==> config.mk <==
export PLATFORM = sky130hd
export DESIGN_NAME = pipeline_branch_predictor
export DESIGN_NICKNAME = d
export VERILOG_FILES = /design/src/rtl/pipeline_branch_predictor.sv
export SDC_FILE = /design/constraint.sdc
export NUM_CORES = 2
export LEC_CHECK = 0
export BUFFER_PORTS_ARGS = -buffer_cell sky130_fd_sc_hd__buf_2
export CAP_MARGIN = 20
export CORE_ASPECT_RATIO = 1.4
export CORE_MARGIN = 2
export CORE_UTILIZATION = 42
export DETAILED_ROUTE_END_ITERATION = 16
export GPL_TIMING_DRIVEN = 0
export PLACE_DENSITY_LB_ADDON = 0.12
export SLEW_MARGIN = 20
export SYNTH_ARGS = -nofsm -noshare
export SYNTH_HDL_FRONTEND = slang
export SYNTH_SLANG_ARGS = --single-unit
==> constraint.sdc <==
create_clock -name clock -period 10.6 [get_ports clock]
set_clock_uncertainty 0.15 [all_clocks]
set_input_delay 0.53 -clock clock [delete_from_list [all_inputs] [get_ports clock]]
set_output_delay 0.53 -clock clock [all_outputs]
set_load 0.03 [all_outputs]
==> src/rtl/pipeline_branch_predictor.sv <==
// Fetch-stage next-PC predictor: direct-mapped BTB with saturating direction
// counters, a non-speculative return address stack and a mispredict counter.
// Lookup is purely combinational; training happens on the clock edge from
// execute-stage resolution, with no bypass from update to lookup.
module pipeline_branch_predictor #(
    parameter int INDEX_BITS   = 6,
    parameter int TAG_BITS     = 8,
    parameter int COUNTER_BITS = 2,
    parameter int RAS_DEPTH    = 4
) (
    input  logic        clock,
    input  logic        reset_n,
    input  logic        fetch_valid,
    input  logic [31:0] fetch_pc,
    output logic        predict_hit,
    output logic        predict_taken,
    output logic [31:0] predict_target,
    input  logic        update_valid,
    input  logic [31:0] update_pc,
    input  logic [1:0]  update_kind,
    input  logic        update_is_call,
    input  logic        update_taken,
    input  logic [31:0] update_target,
    input  logic        update_mispredict,
    output logic [31:0] mispredict_count
);

    localparam int ENTRIES = 1 << INDEX_BITS;
    localparam int PW      = (RAS_DEPTH > 1) ? $clog2(RAS_DEPTH) : 1;
    localparam int CW      = $clog2(RAS_DEPTH + 1);
    localparam int TAG_LO  = INDEX_BITS + 2;
    localparam int TAG_HI  = INDEX_BITS + TAG_BITS + 1;

    localparam logic [COUNTER_BITS-1:0] CTR_MAX  = '1;
    localparam logic [COUNTER_BITS-1:0] CTR_INIT = COUNTER_BITS'(1) << (COUNTER_BITS - 1);

    localparam logic [1:0] K_COND = 2'd0;
    localparam logic [1:0] K_JUMP = 2'd1;
    localparam logic [1:0] K_RET  = 2'd2;
    localparam logic [1:0] K_RSVD = 2'd3;

    // BTB storage
    logic                    r_valid  [ENTRIES];
    logic [TAG_BITS-1:0]     r_tag    [ENTRIES];
    logic [31:0]             r_target [ENTRIES];
    logic [1:0]              r_kind   [ENTRIES];
    logic [COUNTER_BITS-1:0] r_ctr    [ENTRIES];

    // Return stack: r_ras_ptr is the next push slot, top sits one below it.
    logic [31:0]   r_ras [RAS_DEPTH];
    logic [PW-1:0] r_ras_ptr;
    logic [CW-1:0] r_ras_cnt;

    logic [31:0]   r_mis_cnt;

    logic [INDEX_BITS-1:0]   w_f_idx;
    logic [TAG_BITS-1:0]     w_f_tag;
    logic                    w_f_hit;
    logic                    w_dir;
    logic [INDEX_BITS-1:0]   w_u_idx;
    logic [TAG_BITS-1:0]     w_u_tag;
    logic                    w_u_hit;
    logic                    w_u_en;
    logic                    w_push;
    logic                    w_pop;
    logic [31:0]             w_ret_addr;
    logic [PW-1:0]           w_ras_top;
    logic [PW-1:0]           w_ras_inc;
    logic                    w_ras_empty;
    logic [COUNTER_BITS-1:0] w_ctr_cur;
    logic [COUNTER_BITS-1:0] w_ctr_nxt;
    logic                    w_unused;

    // Address fields outside index/tag do not take part in the lookup.
    assign w_unused = ^{fetch_pc[1:0], fetch_pc[31:TAG_HI+1]};

    assign w_f_idx = fetch_pc[INDEX_BITS+1:2];
    assign w_f_tag = fetch_pc[TAG_HI:TAG_LO];
    assign w_f_hit = fetch_valid & r_valid[w_f_idx] & (r_tag[w_f_idx] == w_f_tag);

    assign w_ras_empty = (r_ras_cnt == '0);
    assign w_ras_top   = (r_ras_ptr == '0) ? PW'(RAS_DEPTH - 1) : r_ras_ptr - PW'(1);
    assign w_ras_inc   = (r_ras_ptr == PW'(RAS_DEPTH - 1)) ? '0 : r_ras_ptr + PW'(1);

    // Direction from the stored kind: counter MSB, always, or non-empty RAS.
    always_comb begin
        w_dir = 1'b0;
        case (r_kind[w_f_idx])
            K_COND:  w_dir = r_ctr[w_f_idx][COUNTER_BITS-1];
            K_JUMP:  w_dir = 1'b1;
            K_RET:   w_dir = ~w_ras_empty;
            default: w_dir = 1'b0;
        endcase
    end

    assign predict_hit    = w_f_hit;
    assign predict_taken  = w_f_hit & w_dir;
    assign predict_target = !predict_taken               ? 32'd0 :
                            (r_kind[w_f_idx] == K_RET)   ? r_ras[w_ras_top] :
                                                           r_target[w_f_idx];

    assign w_u_idx    = update_pc[INDEX_BITS+1:2];
    assign w_u_tag    = update_pc[TAG_HI:TAG_LO];
    assign w_u_hit    = r_valid[w_u_idx] & (r_tag[w_u_idx] == w_u_tag);
    assign w_u_en     = update_valid & (update_kind != K_RSVD);
    assign w_push     = w_u_en & update_is_call & update_taken;
    assign w_pop      = w_u_en & (update_kind == K_RET) & update_taken;
    assign w_ret_addr = update_pc + 32'd4;

    // Saturating counter step for the entry being trained.
    always_comb begin
        w_ctr_cur = r_ctr[w_u_idx];
        w_ctr_nxt = w_ctr_cur;
        if (update_taken) begin
            if (w_ctr_cur != CTR_MAX) w_ctr_nxt = w_ctr_cur + COUNTER_BITS'(1);
        end else begin
            if (w_ctr_cur != '0) w_ctr_nxt = w_ctr_cur - COUNTER_BITS'(1);
        end
    end

    // BTB training: refresh on hit, allocate only on a taken miss.
    always_ff @(posedge clock or negedge reset_n) begin
        if (!reset_n) begin
            for (int i = 0; i < ENTRIES; i++) begin
                r_valid[i]  <= 1'b0;
                r_tag[i]    <= '0;
                r_target[i] <= '0;
                r_kind[i]   <= '0;
                r_ctr[i]    <= '0;
            end
        end else if (w_u_en) begin
            if (w_u_hit) begin
                r_target[w_u_idx] <= update_target;
                r_kind[w_u_idx]   <= update_kind;
                if (update_kind == K_COND) r_ctr[w_u_idx] <= w_ctr_nxt;
            end else if (update_taken) begin
                r_valid[w_u_idx]  <= 1'b1;
                r_tag[w_u_idx]    <= w_u_tag;
                r_target[w_u_idx] <= update_target;
                r_kind[w_u_idx]   <= update_kind;
                r_ctr[w_u_idx]    <= CTR_INIT;
            end
        end
    end

    // Return stack: circular push overwrites the oldest, pop on empty is a no-op.
    always_ff @(posedge clock or negedge reset_n) begin
        if (!reset_n) begin
            for (int i = 0; i < RAS_DEPTH; i++) r_ras[i] <= '0;
            r_ras_ptr <= '0;
            r_ras_cnt <= '0;
        end else if (w_push && w_pop) begin
            r_ras[w_ras_top] <= w_ret_addr;
        end else if (w_push) begin
            r_ras[r_ras_ptr] <= w_ret_addr;
            r_ras_ptr        <= w_ras_inc;
            if (r_ras_cnt != CW'(RAS_DEPTH)) r_ras_cnt <= r_ras_cnt + CW'(1);
        end else if (w_pop && !w_ras_empty) begin
            r_ras_ptr <= w_ras_top;
            r_ras_cnt <= r_ras_cnt - CW'(1);
        end
    end

    // Free-running mispredict counter, wraps naturally.
    always_ff @(posedge clock or negedge reset_n) begin
        if (!reset_n) r_mis_cnt <= '0;
        else if (update_valid && update_mispredict) r_mis_cnt <= r_mis_cnt + 32'd1;
    end

    assign mispredict_count = r_mis_cnt;

endmodule
======== Word-level counts from Yosys, hierarchy flattened ========
Cells that the tools add are included.
operators by class
  add/sub/neg operators ................... 8
  multipliers ............................. 0
  div/mod/pow operators ................... 0
  $lt $le $gt $ge ......................... 7
  eq/ne operators ......................... 11
  shift-type cells ........................ 0
  mux-type cells .......................... 67
  bitwise gates (word level) .............. 20
  reduce and logical (&&, ||, !) cells .... 20
operators by type and width
  kind                   number
  $mux 2048              2
  $bwmux 2048            1
  $mux 128               7
  $bwmux 128             4
  $bwmux 512             1
  $mux 32                9
  $bmux 32 s6            1
  $demux 32 s6           1
  $demux 32 s2           2
  $or 64x64->64          2
  $bmux 8 s6             2
  $and 64x64->64         1
  $bmux 32 s2            1
  $not 64->64            1
  $demux 8 s6            1
  $mux 8                 5
  $bmux 2 s6             3
  $add 32x1->32 const B  1
  $add 32x3->32 const B  1
  $mux 2                 14
  $eq 8x8->1             2
  $ge 7x7->1 const B     2
  $not 6->7              2
  $bmux 1 s6             2
  27 further kinds       65
storage, ports and cells
  register bits ........................... 3,045
  bits in latches ......................... 0
  memory bits (writable) .................. 0
  bits in read-only memories .............. 0
  output and inout bits ................... 66
  memories ................................ 0

======== Longest topological paths before layout ========
  word-level depth ........................ 10
  mapped depth ............................ 17

======== Worst setup path after synthesis ========
No wires, ideal clock.
  path kind ............................... input port to output port
  start point ............................. in fetch_pc[2]
  end point ............................... out predict_target[10]
  arrival ................................. 4.334 ns
  data required time ...................... 9.920 ns
  slack ................................... 5.586 ns
  stages .................................. 10
  path through ............................ clkbuf_1 > buf_1 > buf_2 > mux4_2 > mux4_2 > mux4_2 > nand2_1 > buf_1 > mux2i_1 > nor2_1
between the ends
  word-level cells in the longest chain between the ends .. 8
RTL lines
  element                                                            line    RTL
  start, declared                                                    14      input logic [31:0] fetch_pc,
  $not 6->7 (implied by the code) *                                  -
  $bmux 8 s6 (tied with other cells)                                 79      assign w_f_hit = fetch_valid & r_valid[w_f_idx] & (r_tag[w_f_idx] == w_f_tag);
  $mux 8 (implied by the code) (tied with other cells) (2 in a row)  79
  $eq 8x8->1 (tied with other cells)                                 79
  $and 1x1->1 / $pmux 1 s3 (equally long branches)                   79, 88
  $and 1x1->1                                                        97      assign predict_taken = w_f_hit & w_dir;
  $mux 32 *                                                          98      assign predict_target = !predict_taken ? 32'd0 :
  end, declared                                                      17      output logic [31:0] predict_target,
Every way passes the cells marked *; elsewhere a longest branch is shown, timed or not. The select of a mux whose other input is x is not followed.

======== Worst setup path in the final report ========
  start point ............................. in fetch_pc[4]
  end point ............................... out predict_target[9]
Same word-level chain as after synthesis.

==> impl_metrics.py <==
metrics = {
    "status": {
        "outcome": "finished clean",
    },
    "power_and_ir_drop": {
        "switchingPower_mw": 7.97,
        "peakVddDrop_mv": 0.144,
        "p_seq_share_pct": 45.3,
        "p_sw_share_pct": 27.3,
        "power_frac_clock_pct": 40.6,
        "combPwrFrac_pct": 14.2,
        "internal-power_mw": 21.2,
        "power_density_mw_per_mm2": 175,
        "p_total_mw": 29.2,
        "p_leak_nw": 76.3,
    },
    "route": {
        "vias": 92900,
        "dr.pass1.iters": 6,
        "viasPerCell": 6.21,
        "drc": 0,
        "ant_nets": 0,
        "drt-total-wl_mm": 574,
        "wire_per_inst_um": 38.4,
        "drtIter0Drc": 8852,
    },
    "worst_setup_path": {
        "cp.arrival_ps": 8090,
        "start_kind": "primary input",
        "critPathMaxFanout": 10,
        "criticalPathCategory": "in -> out",
        "required_ps": 9920,
        "end_kind": "primary output",
    },
    "finish": {
        "final_cell_mix": "3045 x dfrtp_1, 2572 x mux2_2, 1028 x mux4_2",
        "drive_gt1_share_pct": 48.8,
        "fin_cells": 15000,
        "fillers": 29900,
        "final_common_cell": "dfrtp_1",
        "final_cell_area_mm2": 0.167,
        "area_delta_synth_final_pct": 14.1,
        "nNetsFinal": 10200,
    },
    "logic_synthesis": {
        "postSynthCellCount": 9424,
        "synth-edff-count": 0,
        "synth_fp_nets": 9536,
        "synth-seq-cells": 3045,
        "synth_cell_types": 78,
        "ys_async_sr_fraction_pct": 100,
        "synth_seq_area_share_pct": 52.1,
        "synth_flop_cell": "dfrtp_1",
        "syn_avg_cell_area_um2": 15.5,
        "syn_area_mm2": 0.146,
        "ys_warn_count": 0,
    },
    "global_route": {
        "grt_max_degree": 146,
        "grt_pass1_wl_mm": 796,
        "grt_pass1_vias": 98500,
        "antenna_found_initial": 56,
        "grt.overflow.total": 0,
        "grt.total_usage_pct": 32.5,
    },
    "sta": {
        "drv_slew": 0,
        "hold_viol": 0,
        "tightest_slew_ps": 1370,
        "fin_setup_tns_ps": 0,
        "min_period_ps": 8770,
        "rsz0062_at_grt": "false",
        "final-setup-viol-count": 0,
        "fmax_ghz": 0.114,
        "relSlewSlack_pct": 8.14,
        "finalCritPeriodShare_pct": 82.7,
    },
    "clocking": {
        "path_clk_slew_ps": 60,
        "htreeDepth": 5,
        "cts_tree": "done",
        "cts-root-buf": "clkbuf_16",
        "clk_latency_ps": 940,
        "cts_buffer_depth": 4,
        "numClockSinks": 3045,
        "postCtsSetupRepairBufs": 0,
        "cts_buffers": 325,
    },
    "floorplan": {
        "core_area_mm2": 0.347,
        "ios": 171,
        "die_y_um": 702,
        "dieArea_mm2": 0.353,
        "rows": 256,
        "die_w_um": 503,
        "initial_utilization_pct": 42.1,
    },
    "worst_hold_path": {
        "worstHoldPathType": "in -> reg",
    },
    "placement": {
        "numPlacedInstances": 14300,
        "numPortBuffers": 113,
        "place.gp.congestion": 1.01,
        "place_hpwl_mm": 425,
        "place_area_mm2": 0.156,
    },
    "job": {
        "cap_viol_max_count": 0,
    },
}
layout make-up:
class                      count  area (um^2)  share of cell area [%]
tap                         4644         5810                    3.49
timing repair buffer         287         3450                    2.07
clock buffer                 472         9530                    5.71
clock inverter                94         1220                   0.730
sequential                  3045        76200                    45.7
inverter                      75          282                   0.169
antenna                       32         80.1                  0.0480
multi-input combinational   5392        65400                    39.3
buffer                       912         4680                    2.81
routing by layer:
metal	up-vias	global-route usage (%)	part of all wire, %
met4	24	22.7	8.4
met2	3973	52.9	48
met1	50800	39.0	37
met5	-	0	0.027
li1	36600	-	-
met3	1535	6.12	6.4
synth_stat cells, types with 36 or more instances:
cell / count / area [um^2]
and3_1: 44 / 275
mux4_2: 1028 / 23200
buf_2: 99 / 495
a21o_1: 36 / 270
buf_6: 57 / 642
inv_1: 74 / 278
nand2_1: 187 / 702
dfrtp_1: 3045 / 76200
o22ai_1: 36 / 225
buf_4: 132 / 991
mux2_2: 2572 / 29000
nor3_2: 42 / 420
or2_2: 69 / 432
nor2b_1: 36 / 225
mux2i_1: 187 / 1870
xnor2_1: 44 / 385
o21ai_0: 81 / 405
a22oi_1: 39 / 293
buf_1: 134 / 503
nor3_4: 42 / 683
a21oi_1: 192 / 961
nor2_1: 214 / 803
clkbuf_1: 490 / 1840
mux2_1: 158 / 1780
cell families (layout without fill, tap and decap cells):
| family | after synthesis | after routing | synth area share [%] |
|---|---|---|---|
| mux | 3945 | 3945 | 38.2 |
| flops | 3045 | 3045 | 52.1 |
| buf+inv | 987 | 1840 | 3.25 |
| simple gates | 800 | 800 | 3.39 |
| compound gates | 565 | 565 | 2.55 |
| xor+xnor | 73 | 73 | 0.437 |
| fa+ha+maj | 9 | 9 | 0.0788 |
| other cells | 0 | 32 | 0 |
registers in the layout (all words and copies together) (netlist names):
signal            count
r_kind              128
r_valid              64
r_tag               512
r_ras               128
r_ras_ptr             2
r_ras_cnt             3
r_target           2048
mispredict_count     32
r_ctr               128
through the flow:
stage | util (%) | hold WS (ps) | setup WS, ps
global route | 48.0 | 90.4 | 2250
detailed placement | 44.8 | 308 | 2000
floorplan | - | 84.4 | 5590
CTS | 48.0 | 5.92 | 1980
global placement | 44.0 | 310 | -58240
finish | 48.1 | 97.0 | 1830
timing repair:
| action | 4_1_cts | 5_1_grt |
|---|---|---|
| gates resized for setup | 0 | 0 |
| hold endpoints to repair | 257 | 0 |
| hold buffers | 23 | 0 |
worst paths after layout:
check                                  endpoint                  from  cells past startpoint  slack (ps)
min in group asynchronous            r_tag[146]               reset_n                      3         480
min reg2reg                mispredict_count[31]  mispredict_count[31]                      1         320
min                                   r_ras[87]         update_pc[23]                      4         100
max reg2reg                      r_target[1822]            r_tag[190]                     13        4300
max                           predict_target[9]           fetch_pc[4]                     14        1830
max in group asynchronous         r_target[145]               reset_n                     10        5230
power groups by stage:
stage / sequential [mW] / combinational (mW) / clock, mW
3_3_place_gp: 13.4 / 3.91 / 0
2_1_floorplan: 13.2 / 2.36 / 0
6_report: 13.2 / 4.14 / 11.8
3_5_place_dp: 13.4 / 4.08 / 0
5_1_grt: 13.3 / 4.31 / 12.5
4_1_cts: 13.2 / 4.10 / 12.0
critical path, stage by stage:
cell and delay [ps]:
clkbuf_1 740, clkbuf_2 650, buf_2 740, buf_2 790, mux2i_1 180, a21oi_1 800, mux4_2 540, xor2_1 100
nor2_1 90, nand4_1 410, a211o_1 860, buf_1 550, nor2_1 670, buf_2 320
Power figures use the tool's default switching activity.
